**src/rtl/an_code_pkg.sv**
```systemverilog
// an_code_pkg: AN-code (A=29) constants, residue table and syndrome lookup shared by the decoder
package an_code_pkg;
  localparam int A = 29;
  localparam int IN_W = 28;
  localparam int OUT_W = 23;
  localparam logic [28:0] MAXCW = 29'd243269603;
  function automatic logic [OUT_W-1:0] inv_mod_pow2(input logic [63:0] a);
    logic [63:0] x;
    x = a;
    for (int i = 0; i < 5; i++) x = x * (64'd2 - a * x);
    return x[OUT_W-1:0];
  endfunction
  localparam logic [OUT_W-1:0] INV29_23 = inv_mod_pow2(64'(A));
  localparam logic [4:0] POW2_MOD29 [IN_W] = '{
    5'd1, 5'd2, 5'd4, 5'd8, 5'd16, 5'd3, 5'd6, 5'd12, 5'd24, 5'd19,
    5'd9, 5'd18, 5'd7, 5'd14, 5'd28, 5'd27, 5'd25, 5'd21, 5'd13, 5'd26,
    5'd23, 5'd17, 5'd5, 5'd10, 5'd20, 5'd11, 5'd22, 5'd15};
  function automatic logic [4:0] syn_k(input logic [4:0] r);
    syn_k = '0;
    for (int i = 0; i < IN_W; i++) if (POW2_MOD29[i] == r) syn_k = 5'(i);
  endfunction
endpackage

```
**src/rtl/an_decoder_if.sv**
```systemverilog
// an_decoder_if: codeword in (in_valid, ANe) and decoded result out (out_valid, Nc, err_det, ovf)
interface an_decoder_if;
  import an_code_pkg::*;
  logic in_valid;
  logic [IN_W-1:0] ANe;
  logic out_valid;
  logic [OUT_W-1:0] Nc;
  logic err_det;
  logic ovf;
  modport master (output in_valid, ANe, input out_valid, Nc, err_det, ovf);
  modport slave (input in_valid, ANe, output out_valid, Nc, err_det, ovf);
endinterface

```
**src/rtl/an_residue_mod29.sv**
```systemverilog
// an_residue_mod29: combinational x_i mod 29 (x_i: 28-bit word in, r_o: 5-bit residue out), folds 2^5 = 3 mod 29
module an_residue_mod29 import an_code_pkg::*; (
  input  logic [IN_W-1:0] x_i,
  output logic [4:0]      r_o
);
  logic [9:0] s;
  logic [6:0] f1;
  logic [5:0] f2;
  always_comb begin
    s = '0;
    for (int i = 0; i < IN_W; i++) s = s + (x_i[i] ? 10'(POW2_MOD29[i]) : 10'd0);
    f1 = 7'(s[9:5]) * 7'd3 + 7'(s[4:0]);
    f2 = 6'(f1[6:5]) * 6'd3 + 6'(f1[4:0]);
    r_o = f2 >= 6'd29 ? 5'(f2 - 6'd29) : f2[4:0];
  end
endmodule

```
**src/rtl/an_decoder.sv**
```systemverilog
// an_decoder: 2-stage SEC AN-code (A=29) decoder (clk, rst, bus: in_valid/ANe in, out_valid/Nc/err_det/ovf out)
module an_decoder import an_code_pkg::*; (
  input logic        clk,
  input logic        rst,
  an_decoder_if.slave bus
);
  logic [IN_W-1:0] ane_q;
  logic [4:0] r_d, r_q, k, j;
  logic v1_q, v2_q;
  logic [28:0] base, c;
  logic [OUT_W-1:0] nc_d, nc_q;
  logic err_d, err_q, ovf_d, ovf_q;
  an_residue_mod29 u_res (.x_i(bus.ANe), .r_o(r_d));
  always_comb begin
    k = syn_k(r_q);
    j = k >= 5'd14 ? k - 5'd14 : k + 5'd14;
    base = {1'b0, ane_q};
    c = r_q == 5'd0 ? base : ane_q[k] ? base - (29'd1 << k) : base + (29'd1 << j);
    err_d = r_q != 5'd0;
    ovf_d = c > MAXCW;
    nc_d = c[OUT_W-1:0] * INV29_23;
  end
  always_ff @(posedge clk) begin
    if (rst) begin
      v1_q <= 1'b0;
      ane_q <= '0;
      r_q <= '0;
      v2_q <= 1'b0;
      nc_q <= '0;
      err_q <= 1'b0;
      ovf_q <= 1'b0;
    end else begin
      v1_q <= bus.in_valid;
      ane_q <= bus.ANe;
      r_q <= r_d;
      v2_q <= v1_q;
      nc_q <= nc_d;
      err_q <= err_d;
      ovf_q <= ovf_d;
    end
  end
  assign bus.out_valid = v2_q;
  assign bus.Nc = nc_q;
  assign bus.err_det = err_q;
  assign bus.ovf = ovf_q;
endmodule

```
**src/flat_wrapper.sv**
```systemverilog
// flat-port wrapper written by rule: the top's interface ports become plain ports
module an_decoder_flat import an_code_pkg::*;
  (clk, rst, bus_in_valid, bus_ANe, bus_out_valid, bus_Nc, bus_err_det, bus_ovf);
  an_decoder_if bus_i ();
  input logic clk;
  input logic rst;
  input wire logic [$bits(bus_i.in_valid)-1:0] bus_in_valid;
  input wire logic [$bits(bus_i.ANe)-1:0] bus_ANe;
  output wire logic [$bits(bus_i.out_valid)-1:0] bus_out_valid;
  output wire logic [$bits(bus_i.Nc)-1:0] bus_Nc;
  output wire logic [$bits(bus_i.err_det)-1:0] bus_err_det;
  output wire logic [$bits(bus_i.ovf)-1:0] bus_ovf;
  assign bus_i.in_valid = bus_in_valid;
  assign bus_i.ANe = bus_ANe;
  assign bus_out_valid = bus_i.out_valid;
  assign bus_Nc = bus_i.Nc;
  assign bus_err_det = bus_i.err_det;
  assign bus_ovf = bus_i.ovf;
  an_decoder u_core (.clk(clk), .rst(rst), .bus(bus_i));
endmodule
```
**config.mk**
```make
export PLATFORM = sky130hd
export DESIGN_NAME = an_decoder_flat
export DESIGN_NICKNAME = d
export VERILOG_FILES = /design/src/rtl/an_code_pkg.sv /design/src/rtl/an_decoder_if.sv /design/src/rtl/an_residue_mod29.sv /design/src/rtl/an_decoder.sv /design/src/flat_wrapper.sv
export SDC_FILE = /design/constraint.sdc
export NUM_CORES = 1
export LEC_CHECK = 0
export ABC_AREA = 1
export CAP_MARGIN = 20
export CELL_PAD_IN_SITES_DETAIL_PLACEMENT = 1
export CELL_PAD_IN_SITES_GLOBAL_PLACEMENT = 2
export CORE_UTILIZATION = 37
export DETAILED_ROUTE_END_ITERATION = 10
export MAX_ROUTING_LAYER = met4
export PLACE_DENSITY = 0.88
export SLEW_MARGIN = 20
export SYNTH_ARGS = -nofsm -noshare
export SYNTH_HDL_FRONTEND = slang
export SYNTH_SLANG_ARGS = --single-unit
```
**constraint.sdc**
```tcl
create_clock -name clk -period 12.2 [get_ports clk]
set_input_delay 3.05 -clock clk [delete_from_list [all_inputs] [get_ports clk]]
set_output_delay 3.05 -clock clk [all_outputs]
set_load 0.02 [all_outputs]
```
==> qor.csv <==
stage,metric,value,unit
synthesis,mux share of post-synthesis cell area,0,
worst_hold_path,Hold Path Class,flip-flop to flip-flop,
synthesis,synthesized area per cell,7.45,µm²
worst_setup_path,required time of the critical path,12430,ps
synthesis,"area leader, netlist",fa_1,
run,Max-cap violations,0,
timing,RSZ-0062 raised after global routing,false,
clock_network,Clock Sinks,60,
timing,Setup Skew,7.52,ps
final_layout,multi-input logic area,9000,µm²
worst_setup_path,crit end category,flip-flop,
timing,fmax,0.0865,GHz
synthesis,synth unique cells,45,
clock_network,CTS Buf Count,9,
timing,slew of the pin with the lowest slew margin,870,ps
clock_network,postcts setup bufs,0,
global_routing,grt ovf,0,
worst_setup_path,register-to-register setup slack,1090,ps
final_layout,fin cells,2012,
die,Total Die Area,32100,µm²
worst_setup_path,last element of the critical path,u_core.r_q[4],
clock_network,TritonCTS clock tree,yes,
timing,final setup fails,0,
synthesis,Post-synth ARST share,0,
final_layout,ratio of cells with drive above 1 in the final layout,0.0575,
worst_setup_path,worst endpoint data arrival time,11790,ps
final_layout,fillers,3882,
worst_setup_path,"CP delay by family, top",adder cells,
worst_setup_path,crit-path max cell delay,570,ps
route,DR vias,10256,
route,Final ANT Viol Nets,0,
timing,final worst-path cycle share,0.948,
clock_network,CTS max path bufs,2,
global_routing,initial antenna violation count,0,
worst_setup_path,Setup crit start kind,input port,
global_routing,vias in the first global route,10732,
clock_network,"Reg clk slew, reported paths",60,ps
synthesis,Synth area leaders,"fa_1, ha_1, inv_1",
clock_network,htree depth,3,
worst_setup_path,Worst Reg-to-Reg Cells,59,
die,# IOs,57,
clock_network,CTS root buf,clkbuf_16,
synthesis,Post-synth EDFFs,0,
timing,max-slew violations,0,
synthesis,Compound-Gate Fraction of Synth Area,0.0974,
die,Initial Util,0.378,
timing,TNS Setup,0,ps
worst_setup_path,Worst R2R End,u_core.bus.Nc[22],
synthesis,Synth Warn #,0,
worst_setup_path,Crit path buffers/inverters,7,
route,DRT iter0 DRCs,555,
synthesis,Synth Net Count,1904,
synthesis,Post-Synth Simple-Gate Area,0.223,
clock_network,hold_buf cts,0,
synthesis,Synth Area in Adders,0.417,
synthesis,Mapped Area,11600,µm²
final_layout,register area,1200,µm²
synthesis,post-synth top area share,0.210,
worst_setup_path,Crit Path Max Fanout,4,
die,chip height,179,µm
worst_setup_path,WP depth,36,
die,# rows,64,
final_layout,n_diodes,0,
synthesis,largest family of logic cells by synthesized area,adder cells,
synthesis,register bit count reported by yosys,60,
die,Die Span X,179,µm
global_routing,gr usage total,0.243,
synthesis,register area share after synthesis,0.103,
final_layout,Area Growth Syn to Fin,10.7,%
clock_network,clk_lat worst skew,350,ps
route,via/cell ratio,5.10,
synthesis,Mapped Cells,1559,
route,drt total wl,36.0,mm
synthesis,Synth Area in XOR/XNOR,0.0377,
route,Pre-Repair DR Iteration Count,8,
die,Core ar.,30700,µm²
global_routing,largest net degree at the start of global routing,45,
placed_design,Placer Congestion,0.926,
worst_setup_path,R2R Path Start,u_core.r_q[4],
final_layout,nets@finish,1956,
global_routing,first-pass GRT wire length,58.0,mm
outcome,status,finished with violations,
timing,count of final hold-check violations,0,
outcome,failing checks,design-rule violations,
route,wire per inst,17.9,µm
route,detailed-route DRC error count,2,
placed_design,port bufs,56,
worst_setup_path,most frequent cell on the critical path,fa_1,
worst_setup_path,Critical Path Start,bus_ANe[17],
placed_design,post-detail-place hpwl,31.6,mm
timing,Slew HR,0.414,
worst_setup_path,Crit Path Category,input port to flip-flop,
worst_setup_path,slowest CP cell,fa_1,
placed_design,placed cells,1996,
timing,Tmin final,11570,ps
synthesis,Synth Flop Type,dfxtp_1,
-- cell usage in the layout (no fill, tap or decap), drive strengths merged --
| cell type | count |
|---|---|
| nand4 | 26 |
| xnor2 | 21 |
| ha | 192 |
| o21bai | 6 |
| nor4 | 4 |
| xor2 | 29 |
| o31ai | 4 |
| clkdlybuf4s50 | 55 |
| buf | 6 |
| clkbuf | 9 |
| a21boi | 2 |
| nor2 | 187 |
| fa | 122 |
| o32ai | 1 |
| o21ai | 82 |
| nor3 | 12 |
| o221ai | 1 |
| or2 | 7 |
| nand2 | 229 |
| clkinv | 3 |
| a31oi | 8 |
| a21oi | 92 |
| and2 | 2 |
| clkinvlp | 4 |
| o211ai | 4 |
| o21a | 4 |
| inv | 344 |
| a21o | 3 |
| a311o | 1 |
| o22ai | 1 |
| nand3 | 95 |
| dfxtp | 60 |
-- area by class of cell --
cell class,instances,area share
Clock inverter,7,0.00408
Tap cell,396,0.0385
Inverter,344,0.101
Timing Repair Buffer,61,0.0461
Multi-Input combinational cell,1135,0.700
Clock buffer,9,0.0175
Sequential cell,60,0.0935
-- how the worst min path moves through the flow --
stage | cells past startpoint | from | to
after CTS | 2 | u_core.v1_q | u_core.bus.out_valid
after global routing | 2 | u_core.v1_q | u_core.bus.out_valid
final | 2 | u_core.v1_q | u_core.bus.out_valid
after global placement | 2 | u_core.v1_q | u_core.bus.out_valid
after floorplan | 2 | u_core.v1_q | u_core.bus.out_valid
after detailed placement | 2 | u_core.v1_q | u_core.bus.out_valid
-- synth_stat cells (4+ instances only) --
master      n
inv_2      12
o21ai_0    70
nand3_1    86
buf_6       5
nand4_1    25
clkbuf_1   10
o211ai_1    4
xnor2_1    21
xor2_1     29
a21oi_1    92
nor4_1      4
o31ai_1     4
nand2_4     4
ha_1      192
nand3_2     9
inv_1     330
dfxtp_1    60
a31oi_1     8
o21ai_1    11
o21a_1      4
nand2_2    14
nand2_1   211
nor2_2     12
nor3_1     12
o21bai_1    6
fa_1      122
nor2_1    163
nor2_4     11
-- worst register-to-register path, delay by kind of cell, from the launching register on --
family	cells	cell delay [ps]
AOI/OAI and AO/OA	7	1540
DFF	1	550
buffers and inverters	11	810
xor gates and xnor gates	3	500
adders and majority gates	11	4280
and+or+nand+nor	27	3330
-- repair_timing --
action | CTS | global route
endpoints found under the hold margin | 0 | 0
endpoints found under the setup margin | 0 | 3
gates resized for setup | 0 | 4
-- stage by stage --
stage               instance area (µm²)  setup WS (ps)  hold WS, ps  utilization
floorplan                         11600           1520          388            -
global placement                  12600            650          393        0.409
detailed placement                12600            275          401        0.409
CTS                               12900            600          410        0.418
global route                      12900           20.5          464        0.418
finish                            12900            633          408        0.418
-- registers in the layout, summed over array words and instances, names as in the netlist --
signal,cells
u_core.bus.out_valid,1
u_core.bus.err_det,1
u_core.bus.Nc,23
u_core.v1_q,1
u_core.ane_q,28
u_core.bus.ovf,1
u_core.r_q,5
-- kinds of logic (layout without fill, tap and decap cells) --
| logic type | count (synthesis) | after routing |
|---|---|---|
| buffers and inverters | 364 | 421 |
| xor gates and xnor gates | 50 | 50 |
| adders and majority gates | 314 | 314 |
| and+or+nand+nor | 562 | 562 |
| AOI/OAI and AO/OA | 209 | 209 |
| DFF | 60 | 60 |
-- metal layers --
metal,track usage,vias to the layer above,routed length [µm]
li1,-,5046,-
met1,0.340,5037,18000
met2,0.388,156,16700
met3,0.0225,17,1080
met4,0.0382,0,296
met5,-,-,0
Power is left out: the tool's default activity adds up to more than one toggle a clock period on the data nets, which glitch-free logic cannot reach.
